`config.mk`:
```
export PLATFORM = sky130hd
export DESIGN_NAME = mmx_wb_stage
export DESIGN_NICKNAME = d
export VERILOG_FILES = /design/src/rtl/mmx_wb_stage.sv
export SDC_FILE = /design/constraint.sdc
export NUM_CORES = 1
export LEC_CHECK = 0
export ABC_AREA = 1
export ABC_CLOCK_PERIOD_IN_PS = 1950
export CORE_ASPECT_RATIO = 0.7
export CORE_MARGIN = 2
export CORE_UTILIZATION = 30
export DETAILED_ROUTE_END_ITERATION = 10
export PLACE_DENSITY = 0.7
export REMOVE_ABC_BUFFERS = 1
export SETUP_SLACK_MARGIN = 0.5
export SYNTH_ARGS = -nofsm -noshare
export SYNTH_HDL_FRONTEND = slang
export SYNTH_SLANG_ARGS = --single-unit
```
`constraint.sdc`:
```
create_clock -name clk -period 1.95 [get_ports clk]
set_input_delay 0.195 -clock clk [delete_from_list [all_inputs] [get_ports clk]]
set_output_delay 0.195 -clock clk [all_outputs]
set_load 0.1 [all_outputs]
```
`src/rtl/mmx_wb_stage.sv`:
```
// MMX writeback stage: one writeback latch feeding the register file and bypass
// network, plus a per-register pending-write scoreboard that gates dispatch.
module mmx_wb_stage (
    input  logic        clk,
    input  logic        reset,
    input  logic        ex_valid,
    input  logic        ex_wr,
    input  logic [2:0]  ex_dest,
    input  logic [63:0] ex_data,
    output logic        ex_ready,
    input  logic        stall,
    input  logic        flush,
    input  logic        issue_valid,
    input  logic        issue_wr,
    input  logic [2:0]  issue_dest,
    output logic        issue_ready,
    output logic [7:0]  busy,
    output logic [63:0] writeback_data,
    output logic [2:0]  writeback_select,
    output logic        writeback_enable,
    output logic        fwd_valid,
    output logic [2:0]  fwd_select,
    output logic [63:0] fwd_data
);

    logic             v_q, v_d;
    logic             wr_q, wr_d;
    logic [2:0]       dest_q, dest_d;
    logic [63:0]      data_q, data_d;
    logic [7:0][1:0]  cnt_q, cnt_d;
    logic             issue_ev_s;

    // Outputs derived directly from the latch and scoreboard
    always_comb begin
        ex_ready         = !stall;
        writeback_enable = v_q & wr_q & !stall & !flush;
        writeback_data   = data_q;
        writeback_select = dest_q;
        fwd_valid        = v_q & wr_q;
        fwd_select       = dest_q;
        fwd_data         = data_q;
        issue_ready      = (cnt_q[issue_dest] != 2'd3);
        issue_ev_s       = issue_valid & issue_wr & issue_ready & !stall & !flush;
        for (int i = 0; i < 8; i++) begin
            busy[i] = (cnt_q[i] != 2'd0);
        end
    end

    // Writeback latch next state: flush kills the entry, stall holds it
    always_comb begin
        v_d    = v_q;
        wr_d   = wr_q;
        dest_d = dest_q;
        data_d = data_q;
        if (flush) begin
            v_d = 1'b0;
        end else if (!stall) begin
            v_d    = ex_valid;
            wr_d   = ex_wr;
            dest_d = ex_dest;
            data_d = ex_data;
        end else begin
            v_d = v_q;
        end
    end

    // Pending-write counters; simultaneous issue and commit cancel out
    always_comb begin
        cnt_d = cnt_q;
        for (int i = 0; i < 8; i++) begin
            if (flush) begin
                cnt_d[i] = 2'd0;
            end else if (issue_ev_s && (issue_dest == 3'(i)) &&
                         !(writeback_enable && (dest_q == 3'(i)))) begin
                cnt_d[i] = cnt_q[i] + 2'd1;
            end else if (!(issue_ev_s && (issue_dest == 3'(i))) &&
                         writeback_enable && (dest_q == 3'(i))) begin
                cnt_d[i] = (cnt_q[i] != 2'd0) ? (cnt_q[i] - 2'd1) : 2'd0;
            end else begin
                cnt_d[i] = cnt_q[i];
            end
        end
    end

    // State registers with asynchronous active-low clear
    always_ff @(posedge clk or negedge reset) begin
        if (!reset) begin
            v_q    <= 1'b0;
            wr_q   <= 1'b0;
            dest_q <= 3'd0;
            data_q <= 64'd0;
            cnt_q  <= '0;
        end else begin
            v_q    <= v_d;
            wr_q   <= wr_d;
            dest_q <= dest_d;
            data_q <= data_d;
            cnt_q  <= cnt_d;
        end
    end

endmodule

```
==> results of run 1 <==
cell type report:
cell class / count / area, sq um
sequential: 85 / 2130
tap: 225 / 282
multi-input combinational: 424 / 2220
clock inverter: 6 / 76.3
inverter: 67 / 279
fill: 1595 / 8490
timing repair buffer: 290 / 2630
clock buffer: 10 / 239
worst max-delay path: stages:
cell and delay (ns):
clkdlybuf4s50_1 0.50, buf_4 0.16, nand2_1 0.06, nand2_1 0.08
nand2_1 0.06, nand2_1 0.08, nand2_2 0.07, buf_6 0.12
buf_12 0.15
routing by layer:
metal  part of all wire  up-vias  wire length (um)  GRT usage
li1                   -     2398                 -          -
met1               0.42     2151              6390      0.222
met2               0.47      189              7210      0.272
met3              0.093       14              1420     0.0699
met4              0.012        0               189     0.0390
met5                  0        -                 0          0
Yosys cell counts:
cell      count  share of area
dfrtp_1      85           0.42
inv_2         3         0.0022
nand3_4       1         0.0035
nand2_2       3         0.0037
o21ai_0      13          0.013
nor2_4        1         0.0022
nor2_2        1         0.0012
a21oi_2       7          0.012
clkbuf_1     10         0.0075
clkinv_1      1        0.00075
ha_1         24          0.060
nand2_1     313           0.23
nor2_1       18          0.013
a21oi_1       1         0.0010
nand4_2       3         0.0075
inv_1        62          0.046
buf_4        68           0.10
nand4_1      23          0.029
buf_2         6         0.0060
nand3_1      13          0.013
buf_6         4         0.0090
nand3_2       3         0.0060
clkinv_4      1         0.0017
state kept, by name, summed over array words and instances (netlist names):
| signal | flops |
|---|---|
| cnt_q | 16 |
| fwd_data | 64 |
| fwd_select | 3 |
| v_q | 1 |
| wr_q | 1 |
power by group:
part,switching (mW),total (mW),internal [mW]
registers,0.183,2.12,1.94
clock network,0.785,1.84,1.05
logic,3.07,3.77,0.700
total,4.04,7.73,3.69
repair_timing:
action,in CTS,in global routing
hold buffers,1,0
resized for setup,77,30
buffers inserted,26,15
gates cloned,1,0
setup endpoints to repair,91,26
pin swaps,19,7
endpoints found under the hold margin,40,0
worst max-delay path by stage:
stage,to,slack (ns),cells after the start
after global placement,cnt_q[11],-0.16,11
after floorplan,fwd_data[0],-1.22,4
after CTS,issue_ready,0.28,9
after detailed placement,cnt_q[11],-0.17,11
final,issue_ready,0.26,9
after global routing,cnt_q[0],0.11,14
cells by family (layout without fill, tap and decap cells):
logic type,after synthesis,after routing,synth area share
AO/OA/AOI/OAI,21,21,0.0262
adder cells (fa/ha/maj),24,24,0.0599
buffers and inverters,155,373,0.176
flip-flops,85,85,0.424
AND/OR/NAND/NOR,379,379,0.314
==> metrics, run 1 <==
status finished clean; synthesis-stage register bit count 85; Synth-to-Final Area Change 56.8%; setup violators final 0; wire per inst 13.7 um; worst setup margin 0.256 ns; Mapped Cells 664; Die X 158 um; via count 4752; hold violation count in the final report 0; CP startpoint kind primary input; Lkg Pwr 4.12 nW; CTS tree built; final cell count without fillers 1107; htree depth 3; Slew headroom 0.621; TritonCTS Sinks 85; WP data arrival 1.50 ns; GRT Total Usage 0.172; Final Max Tran Viols 0; Placer Congestion 0.861; root buffer cell clkbuf_16; unrepaired setup endpoints after global routing yes; worst slack, placed -0.171 ns; Vias/cell 4.29; Num CTS Buffers 9; post-place instance area 6890 sq um; Critical R2R Capture cnt_q[0]; R2R Setup Slk 0.28 ns; hold worst-path end fwd_data[53]; largest net degree at the start of global routing 49; worst setup path start issue_dest[1]; port bufs 223; maximum vdd drop 857 uV; Crit Path Max Fanout 6; First-pass DRT Iterations 5; Max-cap violations 0; chip height 112 um; Die Footprint 17800 sq um; Synth Area per Inst 7.55 sq um; share of layout cells above drive strength 1 0.338; Register-to-Register Path Depth 13; antenna violations before repair 0; Fmax achieved 0.590 GHz; Worst Setup End Kind output port; GRT overflow 0; min-delay src ex_data[53]; TNS Setup 0 ns; Reg clk slew, reported paths 0.07 ns; pwr/cell area 984 nW/um^2; 1st-iter DRT viols 222; Initial Util 0.307; Tcrit/Tclk final 0.869; Detail Route Antenna Nets 0; DPL Wire Length 11000 um; Least-Margin Pin Slew 0.569 ns; fin nets 979; post-layout util 0.481; CP required 1.75 ns; Final Hold Slack 0.377 ns; drt total wl 15200 um; WS Path Type primary input to output port; dpl cells 1048; final instance area 7860 sq um; first-pass GRT wire length 23600 um; synth warn 0; number of diodes 0; number of global-route vias before repair 4497; Mapped Area 5010 sq um; Pwr Total 7.73 mW; I/O pin total 224; most frequent cells in the layout nand2_1 (304), buf_4 (176), dfrtp_1 (83); worst hold path cell count 3; Tmin final 1.69 ns; core area 16300 sq um; Final Skew 0.00843 ns; distinct cell type count after synthesis 23; Clock Latency Late Sink 0.35 ns; Seq/Total Area, Yosys 0.424; most common cell after layout, fill and taps aside nand2_1; CTS Buffer Depth 2; reg2reg start cnt_q[15]; num rows 39; number of remaining DRC errors 0; Worst Hold Class primary input to register
No activity file was read; power rests on OpenSTA's default activity.
==> inputs of run 2 (changes only) <==
--- a/config.mk
+++ b/config.mk
@@ -5,7 +5,6 @@
 export SDC_FILE = /design/constraint.sdc
 export NUM_CORES = 1
 export LEC_CHECK = 0
-export ABC_AREA = 1
 export ABC_CLOCK_PERIOD_IN_PS = 1950
 export CORE_ASPECT_RATIO = 0.7
 export CORE_MARGIN = 2
==> run 2 against run 1 <==
Compared with the run above: via count shrank 12%; critical path depth fell by 5; non-clock buffer count increased by 13; critical path type is now register to output port; critical endpoint unchanged; largest cell class unchanged; highest routed layer unchanged.
==> metrics, run 2 <==
status finished clean (unchanged); Initial Util 0.311 (was 0.307); Least-Margin Pin Slew 0.503 ns (was 0.569 ns); maximum vdd drop 767 uV (was 857 uV); Fmax achieved 0.515 GHz (was 0.590 GHz); port bufs 223 (unchanged); most common cell in the netlist dfrtp_1 (was nand2_1); WS Path Type register to output port (was primary input to output port); root buffer cell clkbuf_16 (unchanged); Worst Hold Class primary input to async pin (was primary input to register); TritonCTS Sinks 85 (unchanged); internal power 4.04 mW (was 3.69 mW); synthesis-stage register bit count 85 (unchanged); antenna violations before repair 0 (unchanged); CTS Buffer Depth 2 (unchanged); Mapped Area 4890 sq um (was 5010 sq um); chip height 111 um (was 112 um); largest net degree at the start of global routing 52 (was 49); Mapped Cells 433 (was 664); CP startpoint kind register (was primary input); via count 4167 (was 4752); CP required 1.75 ns (about the same); GRT overflow 0 (unchanged); number of global-route vias before repair 4061 (was 4497); Synth-to-Final Area Change 65.8% (was 56.8%); CTS tree built (unchanged); Post-synth EDFFs 0 (unchanged); number of flip-flops in the largest register 64 (unchanged); Max-cap violations 0 (unchanged); First-pass DRT Iterations 4 (was 5); Synth Area per Inst 11.3 sq um (was 7.55 sq um); area share of the largest cell type after synthesis 0.435 (was 0.424); area leader, netlist dfrtp_1 (unchanged); crit-path cells nand2_2 > mux4_2 > mux2_4 > buf_12 (was clkdlybuf4s50_1 > buf_4 > nand2_1 > nand2_1 > nand2_1 > nand2_1 > nand2_2 > buf_6 > buf_12); Clock Latency Late Sink 0.34 ns (was 0.35 ns); hold violation count in the final report 0 (unchanged); most common cell after layout, fill and taps aside buf_4 (was nand2_1); most frequent cells after synthesis dfrtp_1 (85), buf_4 (70), mux2_2 (69) (was nand2_1 (313), dfrtp_1 (85), buf_4 (68)); number of remaining DRC errors 0 (unchanged); Crit Path Max Fanout 2 (was 6); synth top area cells dfrtp_1 (44%), mux2_2 (16%), buf_4 (11%), ha_1 (6.1%), inv_1 (2.0%) (was dfrtp_1 (42%), nand2_1 (23%), buf_4 (10%), ha_1 (6.0%), inv_1 (4.6%)); core area 15700 sq um (was 16300 sq um); Num CTS Buffers 9 (unchanged); fin nets 762 (was 979); num rows 38 (was 39); Slowest cell on crit path mux4_2 (was clkdlybuf4s50_1); Tcrit/Tclk final 0.996 (was 0.869); drt total wl 14200 um (was 15200 um); I/O pin total 224 (unchanged); most frequent cells in the layout buf_4 (177), dfrtp_1 (80), clkdlybuf4s50_1 (73) (was nand2_1 (304), buf_4 (176), dfrtp_1 (83)); FF/Latch Area 2130 sq um (about the same); Die Footprint 17300 sq um (was 17800 sq um); Final Skew 0.00386 ns (was 0.00843 ns); setup violators final 0 (unchanged); Filler cells 1346 (was 1595); FFs w/ async S/R, synth 1.00 (unchanged); htree depth 3 (unchanged); wire per inst 16.5 um (was 13.7 um); Sw Ratio 0.530 (was 0.522); Pwr Total 8.60 mW (was 7.73 mW); footprint of the multi-input gates 2380 sq um (was 2220 sq um); dpl cells 794 (was 1048); post-place instance area 6840 sq um (was 6890 sq um); logic gate share of total power 0.545 (was 0.488); power share of the clock group 0.202 (was 0.238); Final Hold Slack 0.368 ns (was 0.377 ns); Worst Setup End Kind output port (unchanged); Max stage delay on crit path 0.47 ns (was 0.50 ns); first-pass GRT wire length 20900 um (was 23600 um); Lkg Pwr 3.61 nW (was 4.12 nW); 1st-iter DRT viols 179 (was 222); Reg clk slew, reported paths 0.07 ns (about the same); Synth Flop Type dfrtp_1 (unchanged); synth warn 0 (unchanged); GRT Total Usage 0.151 (was 0.172); Detail Route Antenna Nets 0 (unchanged); pwr/cell area 1060 nW/um^2 (was 984 nW/um^2); switching power 4.56 mW (was 4.04 mW); number of diodes 0 (unchanged); Die X 157 um (was 158 um); final cell count without fillers 865 (was 1107); final instance area 8100 sq um (was 7860 sq um); register share of total power 0.253 (was 0.275); Vias/cell 4.82 (was 4.29); DPL Wire Length 9610 um (was 11000 um); WP data arrival 1.75 ns (was 1.50 ns); Placer Congestion 0.849 (was 0.861); Slew headroom 0.665 (was 0.621); Final Max Tran Viols 0 (unchanged); distinct cell type count after synthesis 47 (was 23); Tmin final 1.94 ns (was 1.69 ns); share of layout cells above drive strength 1 0.595 (was 0.338); Seq/Total Area, Yosys 0.435 (was 0.424); unrepaired setup endpoints after global routing yes (unchanged)
## run 2: cell types whose count changed after synthesis, sizes merged, moves of 8 or more
| cell | previous run | this run |
|---|---|---|
| nand2 | 316 | 15 |
| mux2 | 0 | 69 |
| inv | 65 | 27 |
| nand4 | 26 | 5 |
| nor2 | 20 | 6 |
| nand2b | 0 | 8 |
## run 2: stage by stage
stage / setup WS, ns / utilization / setup TNS, ns
after CTS: 0.0179 / 0.484 / 0
final: 0.00694 / 0.516 / 0
after global placement: 0.0452 / 0.436 / 0
after floorplan: -1.68 / - / -124.36
after global routing: -0.0366 / 0.516 / -0.0366
after detailed placement: -0.0253 / 0.436 / -0.0497
## run 2: layout make-up
cell class                 instances  share of cell area
tap                              200              0.0309
clock inverter                     6             0.00850
inverter                          27              0.0159
clock buffer                      10              0.0283
multi-input combinational        234               0.294
sequential                        85               0.263
timing repair buffer             303               0.359
## run 2: worst max-delay path: cells and delay by family (launching register included)
| kind | cells | cell delay (ns) |
|---|---|---|
| mux | 2 | 0.76 |
| flops | 1 | 0.38 |
| buf+inv | 1 | 0.17 |
| simple gates | 1 | 0.10 |
## run 2: path summary, 6_finish.rpt
path / slack (ns) / cells past startpoint / from / end
max in group asynchronous: 0.91 / 3 / reset / fwd_data[37]
setup reg to reg: 0.40 / 5 / fwd_select[1] / cnt_q[8]
min in group clk: 0.46 / 2 / ex_data[54] / fwd_data[54]
setup / recovery: 0.007 / 4 / cnt_q[15] / issue_ready
hold / removal: 0.37 / 2 / reset / fwd_data[63]
hold reg to reg: 0.54 / 1 / fwd_data[37] / fwd_data[37]
## run 2: repair_timing
| action | 4_1_cts | 5_1_grt |
|---|---|---|
| endpoints found under the setup margin | 85 | 31 |
| hold endpoints to repair | 34 | 0 |
| cloned | 1 | 2 |
| hold buffers | 1 | 0 |
| pin swaps | 12 | 22 |
| resized for setup | 58 | 93 |
| buffers inserted | 34 | 17 |
## run 2: cell families (layout without fill, tap and decap cells)
group,count (synthesis),count (layout),synth area share
flops,85,85,0.435
mux,77,77,0.178
fa+ha+maj,24,24,0.0615
compound gates,47,47,0.0635
xor+xnor,2,2,0.00359
simple gates,84,84,0.111
buf+inv,114,346,0.147
## run 2: power by group through the flow
stage	sequential, mW	clock (mW)	combinational, mW
finish	2.18	1.74	4.68
global route	2.20	1.88	4.78
CTS	2.19	1.81	4.62
detailed placement	2.23	0	4.53
global placement	2.21	0	4.51
floorplan	5.22	0	0.359
## run 2: layer usage
metal,wire length (um),track usage,vias to the layer above
li1,-,-,1908
met1,5930,0.192,2050
met2,7060,0.253,190
met3,1050,0.0399,19
met4,206,0.0379,0
met5,0,0,-
